**src/rtl/bus_rr.sv**
```systemverilog
// Round-robin block-transfer bus: N cache controllers share one memory port.
// The grant is held for a whole block, and each new transaction is broadcast as a snoop.
module bus_rr #(
  parameter int num_caches_p     = 2,
  parameter int block_width_p    = 8,
  parameter int dma_data_width_p = 2
) (
  input  logic                                                  clk_i,
  input  logic                                                  nreset_i,
  input  logic [num_caches_p-1:0]                               cb_valid_i,
  output logic [num_caches_p-1:0]                               cb_yumi_o,
  input  logic [num_caches_p-1:0][32*dma_data_width_p+32:0]     cb_pkt_i,
  output logic [num_caches_p-1:0]                               cb_valid_o,
  output logic [dma_data_width_p*32-1:0]                        cb_data_o,
  input  logic                                                  mem_ready_i,
  output logic                                                  mem_valid_o,
  output logic                                                  mem_we_o,
  output logic [31:0]                                           mem_addr_o,
  output logic [dma_data_width_p*32-1:0]                        mem_wdata_o,
  input  logic                                                  mem_valid_i,
  input  logic [dma_data_width_p*32-1:0]                        mem_data_i,
  output logic [num_caches_p-1:0]                               snoop_valid_o,
  output logic                                                  snoop_we_o,
  output logic [31:0]                                           snoop_addr_o,
  output logic [((num_caches_p > 1) ? $clog2(num_caches_p) : 1)-1:0] grant_id_o,
  output logic                                                  busy_o
);

  localparam int beats_lp      = block_width_p / dma_data_width_p;
  localparam int id_width_lp   = (num_caches_p > 1) ? $clog2(num_caches_p) : 1;
  localparam int beat_width_lp = (beats_lp > 1) ? $clog2(beats_lp) : 1;
  localparam int dw_lp         = dma_data_width_p * 32;
  localparam logic [beat_width_lp-1:0] last_beat_lp = beat_width_lp'(beats_lp - 1);
  localparam logic [id_width_lp-1:0]   last_id_lp   = id_width_lp'(num_caches_p - 1);

  typedef struct packed {
    logic             we;
    logic [31:0]      addr;
    logic [dw_lp-1:0] wdata;
  } cache_bus_pkt_t;

  typedef enum logic [1:0] {IDLE, WRITE, READ} state_e;

  state_e                   state_r, state_n;
  logic [id_width_lp-1:0]   owner_r, owner_n;
  logic [id_width_lp-1:0]   last_r, last_n;
  logic [beat_width_lp-1:0] beat_r, beat_n;

  logic [id_width_lp-1:0]   g;
  logic [id_width_lp-1:0]   scan_idx;
  logic                     found;
  logic                     issue;
  logic                     yumi_own;
  cache_bus_pkt_t           pkt_g;
  cache_bus_pkt_t           pkt_o;

  // Rotating priority: start scanning just past the last grantee.
  always_comb begin
    g        = '0;
    found    = 1'b0;
    scan_idx = '0;
    for (int i = 1; i <= num_caches_p; i++) begin
      scan_idx = id_width_lp'((int'(last_r) + i) % num_caches_p);
      if (!found && cb_valid_i[scan_idx]) begin
        found = 1'b1;
        g     = scan_idx;
      end
    end
  end

  assign pkt_g     = cb_pkt_i[g];
  assign pkt_o     = cb_pkt_i[owner_r];
  assign issue     = (state_r == IDLE) && (|cb_valid_i) && mem_ready_i;
  assign yumi_own  = cb_valid_i[owner_r] & mem_ready_i;
  assign cb_data_o = mem_data_i;

  always_ff @(posedge clk_i or negedge nreset_i) begin
    if (!nreset_i) begin
      state_r <= IDLE;
      owner_r <= '0;
      last_r  <= last_id_lp;
      beat_r  <= '0;
    end else begin
      state_r <= state_n;
      owner_r <= owner_n;
      last_r  <= last_n;
      beat_r  <= beat_n;
    end
  end

  always_comb begin
    state_n = state_r;
    owner_n = owner_r;
    last_n  = last_r;
    beat_n  = beat_r;
    case (state_r)
      IDLE: begin
        if (issue) begin
          owner_n = g;
          last_n  = g;
          beat_n  = '0;
          if (!pkt_g.we) begin
            state_n = READ;
          end else if (beats_lp > 1) begin
            state_n = WRITE;
            beat_n  = beat_width_lp'(1);
          end
        end
      end
      WRITE: begin
        if (yumi_own) begin
          if (beat_r == last_beat_lp) begin
            state_n = IDLE;
            beat_n  = '0;
          end else begin
            beat_n = beat_r + 1'b1;
          end
        end
      end
      READ: begin
        if (mem_valid_i) begin
          if (beat_r == last_beat_lp) begin
            state_n = IDLE;
            beat_n  = '0;
          end else begin
            beat_n = beat_r + 1'b1;
          end
        end
      end
      default: state_n = IDLE;
    endcase
  end

  // Everything except read data is forced low while reset is asserted.
  always_comb begin
    cb_yumi_o     = '0;
    cb_valid_o    = '0;
    mem_valid_o   = 1'b0;
    mem_we_o      = 1'b0;
    mem_addr_o    = '0;
    mem_wdata_o   = '0;
    snoop_valid_o = '0;
    snoop_we_o    = 1'b0;
    snoop_addr_o  = '0;
    grant_id_o    = '0;
    busy_o        = 1'b0;
    if (nreset_i) begin
      busy_o     = (state_r != IDLE);
      grant_id_o = owner_r;
      case (state_r)
        IDLE: begin
          if (issue) begin
            mem_valid_o  = 1'b1;
            mem_we_o     = pkt_g.we;
            mem_addr_o   = pkt_g.addr;
            mem_wdata_o  = pkt_g.wdata;
            cb_yumi_o[g] = 1'b1;
            snoop_we_o   = pkt_g.we;
            snoop_addr_o = pkt_g.addr;
            for (int k = 0; k < num_caches_p; k++) begin
              snoop_valid_o[k] = (id_width_lp'(k) != g);
            end
          end
        end
        WRITE: begin
          mem_valid_o        = cb_valid_i[owner_r];
          mem_we_o           = pkt_o.we;
          mem_addr_o         = pkt_o.addr;
          mem_wdata_o        = pkt_o.wdata;
          cb_yumi_o[owner_r] = yumi_own;
        end
        READ: begin
          cb_valid_o[owner_r] = mem_valid_i;
        end
        default: ;
      endcase
    end
  end

endmodule

```
**config.mk**
```make
export PLATFORM = sky130hd
export DESIGN_NAME = bus_rr
export DESIGN_NICKNAME = d
export VERILOG_FILES = /design/src/rtl/bus_rr.sv
export SDC_FILE = /design/constraint.sdc
export NUM_CORES = 1
export LEC_CHECK = 0
export ABC_AREA = 1
export CORE_AREA = 2 2 180 182
export CTS_CLUSTER_SIZE = 25
export DETAILED_ROUTE_END_ITERATION = 10
export DIE_AREA = 0 0 182 184
export PLACE_DENSITY = 0.44
export SLEW_MARGIN = 30
export SYNTH_ARGS = -nofsm -noshare
export SYNTH_HDL_FRONTEND = slang
export SYNTH_SLANG_ARGS = --single-unit
```
**constraint.sdc**
```tcl
create_clock -name clk_i -period 3.46 [get_ports clk_i]
set_clock_uncertainty 0.15 [all_clocks]
set_input_delay 0.692 -clock clk_i [delete_from_list [all_inputs] [get_ports clk_i]]
set_output_delay 0.692 -clock clk_i [all_outputs]
set_load 0.05 [all_outputs]
```
==> impl_metrics.env, run 1 <==
export IMPL_power_switching_share=0.535
export IMPL_clkTransAtPathRegs_ns=0.04
export IMPL_detail_route_antenna_nets=0
export IMPL_ys_seq_area_frac=0.0481
export IMPL_path_class="in2out"
export IMPL_synth_compound_area_frac=0.330
export IMPL_maxSlewViolCount=0
export IMPL_postSynthAreaPerCell_um2=5.33
export IMPL_utilization=0.264
export IMPL_hold_path_class="reg2reg"
export IMPL_io_pins=467
export IMPL_hold_buffers=0
export IMPL_drive_gt1_frac=0.235
export IMPL_gp_congestion=0.787
export IMPL_min_period_over_period=0.968
export IMPL_p_int_uw=2000
export IMPL_cts_setup_buffers=0
export IMPL_crit_end="mem_wdata_o[24]"
export IMPL_clkPwrFrac=0.045
export IMPL_core_area_um2=31400
export IMPL_place_hpwl_um=18200
export IMPL_numCtsBuffers=3
export IMPL_grt_use_total=0.123
export IMPL_critPathCaptureType="output pin"
export IMPL_htree_levels=1
export IMPL_rows=65
export IMPL_final_nets=1145
export IMPL_muxShareOfSynthArea=0
export IMPL_worst_pin_slew_ns=0.368
export IMPL_clock_sinks=6
export IMPL_initialDrtViolationCount=207
export IMPL_via_count=4990
export IMPL_status="finished clean"
export IMPL_clock_latency_ns=0.23
export IMPL_antenna_found_initial=0
export IMPL_synthAdderAreaFrac=0.0199
export IMPL_drc=0
export IMPL_die_h_um=184
export IMPL_r2r_end="state_r[1]"
export IMPL_r2r_setup_slack_ns=1.63
export IMPL_yosys_area_share_simple=0.310
export IMPL_p_per_area_nw_per_um2=519
export IMPL_syn_num_nets=860
export IMPL_ys_warn_count=0
export IMPL_syn_area_um2=3150
export IMPL_hold_viol=0
export IMPL_max_stage_delay_ns=0.49
export IMPL_r2r_start="state_r[0]"
export IMPL_synth_top_family_by_area="compound AO/OA/AOI/OAI gates"
export IMPL_cp_startpoint="mem_ready_i"
export IMPL_rsz0062_at_grt="no"
export IMPL_start_util=0.100
export IMPL_syn_inst=591
export IMPL_synth_async_reset_ratio=1.00
export IMPL_nFillCells=3397
export IMPL_dieArea_um2=33500
export IMPL_p_switching_uw=2310
export IMPL_wl_per_cell_um=17.5
export IMPL_ff2ff_path_depth=11
export IMPL_cap_violations=0
export IMPL_cp_slowest_cell="clkdlybuf4s50_1"
export IMPL_min_path_cells=2
export IMPL_combPwrFrac=0.925
export IMPL_cp_data_required_time_ns=2.62
export IMPL_layout_cells_non_filler=1277
export IMPL_grt_max_degree=47
export IMPL_worst_path_most_repeated_cell="buf_12"
export IMPL_clockBufferDepth=2
export IMPL_layout_area_seq_um2=151
export IMPL_grt_pass1_wl_um=31600
export IMPL_synth_xor_area_share=0
export IMPL_ys_flop_type="dfrtp_1"
export IMPL_synth_edf_count=0
export IMPL_n_antenna_cell=0
export IMPL_firstDrtPassIters=4
export IMPL_crit_fanout=23
export IMPL_seqPwrFrac=0.030
export IMPL_synth_distinct_cells=25
export IMPL_path_cells="clkdlybuf4s50_1, nand2_1, inv_2, nand3_2, nand2_2, buf_12, buf_12, nand2_1, a21oi_1, buf_4, buf_12"
export IMPL_areaGrowthSynthToFinish_pct=164
export IMPL_dpl_cell_count=1272
export IMPL_max_freq_mhz=299
export IMPL_multi_input_area_um2=2090
export IMPL_hold_path_startpoint="last_r"
export IMPL_leakage_uw=0.00329
export IMPL_setup_viol=0
export IMPL_grt_pass1_vias=5011
export IMPL_fp_dieW_um=182
export IMPL_vias_per_cell=3.91
export IMPL_overflow=0
export IMPL_tritoncts="built"
export IMPL_setup_worst_path_start_class="input pin"
export IMPL_ys_seq_elements=6
export IMPL_arrival_ns=2.51
export IMPL_cts_root_buf="clkbuf_16"
export IMPL_vdd_ir_drop_max_mv=0.200
export IMPL_min_period_ns=3.35
export IMPL_max_slew_margin_rel=0.755
export IMPL_portBuffers=338
export IMPL_routed_wl_um=22400
[registers in the layout, summed over array words and instances, names as in the netlist]
signal,count
beat_r,2
last_r,1
state_r,2
owner_r,1
[power groups by stage]
stage	Clock (uW)	Combinational (uW)	Sequential (uW)
after floorplan	0	2150	124
after global placement	0	3980	128
after detailed placement	0	3980	129
after CTS	200	4010	128
after global routing	206	4210	134
final	196	3990	128
[per-layer routing]
metal	global-route usage	share of wire	vias to the layer above
li1	-	-	2460
met1	0.156	0.42	2204
met2	0.197	0.44	272
met3	0.0402	0.098	54
met4	0.0400	0.035	0
met5	0	0	-
[repair_timing]
action,4_1_cts,5_1_grt
resized for setup,2,2
endpoints found under the setup margin,2,14
pin swaps,0,0
gates cloned,0,1
[cell families after synthesis]
logic type,after synthesis
AO/OA/AOI/OAI,173
adder cells (fa/ha/maj),5
AND/OR/NAND/NOR,246
flip-flops,6
buffers and inverters,161
[area by class of cell]
class | instances | share of cell area
multi-input combinational | 424 | 0.252
clock buffer | 4 | 0.00950
timing repair buffer | 386 | 0.635
sequential | 6 | 0.0182
tap | 402 | 0.0606
inverter | 55 | 0.0255
[per-stage QoR]
step / setup TNS (ns) / setup slack [ns] / power [uW] / area, um2 / hold slack [ns]
5_1_grt: 0 / 0.0324 / 4550 / 8300 / 0.329
3_5_place_dp: 0 / 0.00489 / 4110 / 8180 / 0.300
6_report: 0 / 0.111 / 4310 / 8300 / 0.305
4_1_cts: 0 / 0.0259 / 4340 / 8270 / 0.307
2_1_floorplan: 0 / 0.449 / 2280 / 3150 / 0.246
3_3_place_gp: -0.0245 / -0.0191 / 4110 / 8180 / 0.302
[worst min path at each step]
| stage | slack, ns | endpoint |
|---|---|---|
| CTS | 0.31 | last_r |
| floorplan | 0.25 | beat_r[0] |
| detailed placement | 0.30 | last_r |
| global route | 0.33 | last_r |
| global placement | 0.30 | last_r |
| finish | 0.31 | last_r |
[cells in the mapped netlist (all sizes together) (4+ instances only)]
| cell | instances | share of area |
|---|---|---|
| a21oi | 103 | 0.16 |
| a22oi | 33 | 0.079 |
| buf | 90 | 0.21 |
| clkbuf | 16 | 0.019 |
| dfrtp | 5 | 0.040 |
| ha | 5 | 0.020 |
| inv | 54 | 0.065 |
| nand2 | 192 | 0.24 |
| nand3 | 12 | 0.021 |
| nor2 | 41 | 0.049 |
| o211ai | 32 | 0.076 |
| o21bai | 4 | 0.0095 |
[worst max-delay path: cells and delay by family]
kind / cells / cell delay, ns
compound gates: 1 / 0.19
buf+inv: 6 / 1.21
simple gates: 4 / 0.39
[layout by cell type, fill, tap and decap left out]
cell	synthesis	final
inv_4	1	2
nand2_8	1	1
a21oi_2	0	3
clkbuf_1	16	1
inv_1	48	48
nand3_1	11	11
nand2_4	1	1
inv_2	5	4
nand2_1	187	187
nand2_2	3	3
buf_12	0	148
o21ai_0	1	1
o211ai_1	32	32
o21bai_1	4	4
clkinv_1	1	1
buf_4	65	38
ha_1	5	5
clkdlybuf4s50_1	0	198
dlymetal6s2s_1	0	1
clkbuf_16	0	4
dfstp_2	1	1
a21oi_1	103	100
dfrtp_1	5	5
a22oi_1	33	33
nand3_2	1	1
nor2_1	41	41
and2_1	1	1
(Power assumes the default switching activity.)
==> run 2, diff against run 1 <==
Settings changed: ABC_AREA 1 to default, CORE_AREA 2 2 180 182 to 2 2 182 184, DIE_AREA 0 0 182 184 to 0 0 184 186, PLACE_DENSITY 0.44 to 0.42.
==> run 2 against run 1 <==
Net effect:
- via count down 16%
- sequential share of layout area up 0.13 points
- clock-buffer cell count unchanged
- sequential power up 16%
- highest routed layer unchanged
- area after synthesis down 11%
- critical path type unchanged
- register-to-register slack worse by 0.42 ns
- flip-flop and latch count unchanged
- clock power down 2%
- largest cell class unchanged
- critical endpoint is now mem_addr_o[3]
- die area up 2.2%
- worst hold slack better by 0.074 ns
- combinational power down 2%
==> impl_metrics.env, run 2 <==
export IMPL_status="finished clean"
export IMPL_layout_common_cells="clkdlybuf4s50_1, buf_12, a22oi_1, nor2_1, nor2b_1"
export IMPL_synth_most_common_cell="a22oi_1"
export IMPL_final_common_cell="clkdlybuf4s50_1"
export IMPL_r2r_end="beat_r[0]"
export IMPL_path_cells="clkdlybuf4s50_1, a21boi_2, a32o_4, buf_12, a22oi_1, nor2_1, buf_12"
export IMPL_syn_inst=431
export IMPL_max_stage_delay_ns=0.54
export IMPL_fp_dieW_um=184
export IMPL_numCtsBuffers=3
export IMPL_ys_flop_type="dfrtp_1"
export IMPL_ys_seq_area_frac=0.0542
export IMPL_max_freq_mhz=300
export IMPL_p_total_uw=4250
export IMPL_die_h_um=186
export IMPL_tritoncts="built"
export IMPL_overflow=0
export IMPL_core_area_um2=32200
export IMPL_postSynthAreaPerCell_um2=6.49
export IMPL_utilization=0.240
export IMPL_gp_congestion=0.733
export IMPL_r2r_start="state_r[1]"
export IMPL_seqPwrFrac=0.035
export IMPL_p_per_area_nw_per_um2=550
export IMPL_grt_busiest_layer="met2"
export IMPL_met3_usage=0.0190
export IMPL_clock_latency_ns=0.23
export IMPL_maxSlewViolCount=0
export IMPL_firstDrtPassIters=5
export IMPL_yosysTopAreaCell="a22oi_1"
export IMPL_clkPwrFrac=0.045
export IMPL_cts_root_buf="clkbuf_16"
export IMPL_largest_registers="beat_r: 2 flops, state_r: 2 flops"
export IMPL_initialDrtViolationCount=171
export IMPL_synth_distinct_cells=32
export IMPL_drive_gt1_frac=0.251
export IMPL_routed_wl_um=18200
export IMPL_arrival_ns=2.49
export IMPL_place_ws_ns=0.0991
export IMPL_synth_area_leaders="a22oi_1, buf_4, nor2_1"
export IMPL_critPathCaptureType="output pin"
export IMPL_use_met1=0.115
export IMPL_combPwrFrac=0.920
export IMPL_drc=0
export IMPL_grt_pass1_vias=4013
export IMPL_fin_setup_tns_ns=0
export IMPL_min_period_over_period=0.964
export IMPL_worst_path_most_repeated_cell="buf_12"
export IMPL_cp_slowest_cell="clkdlybuf4s50_1"
export IMPL_grt_max_degree=53
export IMPL_syn_num_nets=700
export IMPL_hold_path_class="reg2reg"
export IMPL_cts_setup_buffers=0
export IMPL_rsz0062_at_grt="no"
export IMPL_clkTransAtPathRegs_ns=0.03
export IMPL_synth_edf_count=0
export IMPL_final_nets=952
export IMPL_cap_violations=0
export IMPL_hold_viol=0
export IMPL_wl_per_cell_um=16.7
export IMPL_setup_worst_path_start_class="input pin"
export IMPL_path_class="in2out"
export IMPL_min_period_ns=3.34
export IMPL_worst_pin_slew_ns=0.586
export IMPL_ys_warn_count=0
export IMPL_postCtsResizedCells=0
export IMPL_crit_end="mem_addr_o[3]"
export IMPL_r2r_setup_slack_ns=1.21
export IMPL_place_hpwl_um=14600
export IMPL_via_count=4192
export IMPL_synth_async_reset_ratio=1.00
export IMPL_cp_data_required_time_ns=2.62
export IMPL_design_area_um2=7730
export IMPL_portBuffers=338
export IMPL_detail_route_antenna_nets=0
export IMPL_hold_buffers=0
export IMPL_rows=66
export IMPL_dpl_cell_area_um2=7650
export IMPL_ys_seq_elements=6
export IMPL_cp_startpoint="cb_valid_i[0]"
export IMPL_areaGrowthSynthToFinish_pct=177
export IMPL_synth_common_cells="a22oi_1, nor2_1, buf_4"
export IMPL_nFillCells=3471
export IMPL_met2_usage=0.166
export IMPL_clock_sinks=6
export IMPL_vdd_ir_drop_max_mv=0.209
export IMPL_syn_area_um2=2800
export IMPL_synth_top_area_share=0.338
export IMPL_leakage_uw=0.00273
export IMPL_clockBufferDepth=2
export IMPL_max_slew_margin_rel=0.609
export IMPL_ff2ff_path_depth=6
export IMPL_p_int_uw=2000
export IMPL_io_pins=467
export IMPL_setup_viol=0
export IMPL_grt_use_total=0.0948
export IMPL_vias_per_cell=3.84
export IMPL_start_util=0.0868
export IMPL_antenna_found_initial=1
export IMPL_worst_slack_ns=0.124
export IMPL_dieArea_um2=34200
export IMPL_htree_levels=1
export IMPL_p_switching_uw=2260
export IMPL_crit_fanout=46
export IMPL_grt_pass1_wl_um=25400
export IMPL_power_switching_share=0.531
run 2: changes by cell type after synthesis, sizes merged, moves of 10 or more:
cell / before / now
inv: 54 / 5
nand3: 12 / 2
o211ai: 32 / 1
a21oi: 103 / 2
nand2: 192 / 4
nor2: 41 / 105
nor2b: 0 / 35
a22oi: 33 / 126
run 2: cell type report:
type / instances / area (um2) / area share
sequential: 6 / 151 / 0.0196
clock buffer: 4 / 78.8 / 0.0102
multi-input combinational: 311 / 1960 / 0.254
inverter: 5 / 18.8 / 0.00243
timing repair buffer: 356 / 5010 / 0.648
tap: 408 / 510 / 0.0660
antenna: 1 / 2.50 / 0.000324
run 2: power by group through the flow:
stage,combinational (uW),sequential [uW],clock [uW]
after global placement,3960,149,0
after detailed placement,3950,149,0
after floorplan,2270,125,0
after global routing,4120,154,204
after CTS,3960,149,198
final,3910,149,192
run 2: critical path: cells and delay by family:
kind / cells / cell delay, ns
buffers and inverters: 3 / 0.91
AO/OA/AOI/OAI: 3 / 0.74
AND/OR/NAND/NOR: 1 / 0.11
run 2: logic make-up after synthesis:
family | Yosys count | share of synthesized area
and+or+nand+nor | 155 | 0.251
AOI/OAI and AO/OA | 142 | 0.383
adders and majority gates | 5 | 0.0224
DFF | 6 | 0.0542
muxes | 9 | 0.0340
buffers and inverters | 114 | 0.256
run 2: per-layer routing:
metal | wire [um] | vias up
li1 | - | 1988
met1 | 7060 | 1931
met2 | 9090 | 222
met3 | 1510 | 51
met4 | 541 | 0
met5 | 0 | -
run 2: how the worst min path moves through the flow:
stage,cells after the start,to,slack (ns),start
floorplan,0,beat_r[0],0.25,nreset_i
global placement,2,beat_r[1],0.37,beat_r[1]
detailed placement,1,last_r,0.38,last_r
CTS,1,last_r,0.38,last_r
global route,1,last_r,0.40,last_r
finish,1,last_r,0.38,last_r
run 2: stage by stage:
stage	hold WS (ns)	cells
after global placement	0.369	1086
final	0.380	1091
after CTS	0.382	1090
after detailed placement	0.378	1086
after floorplan	0.246	431
after global routing	0.395	1091
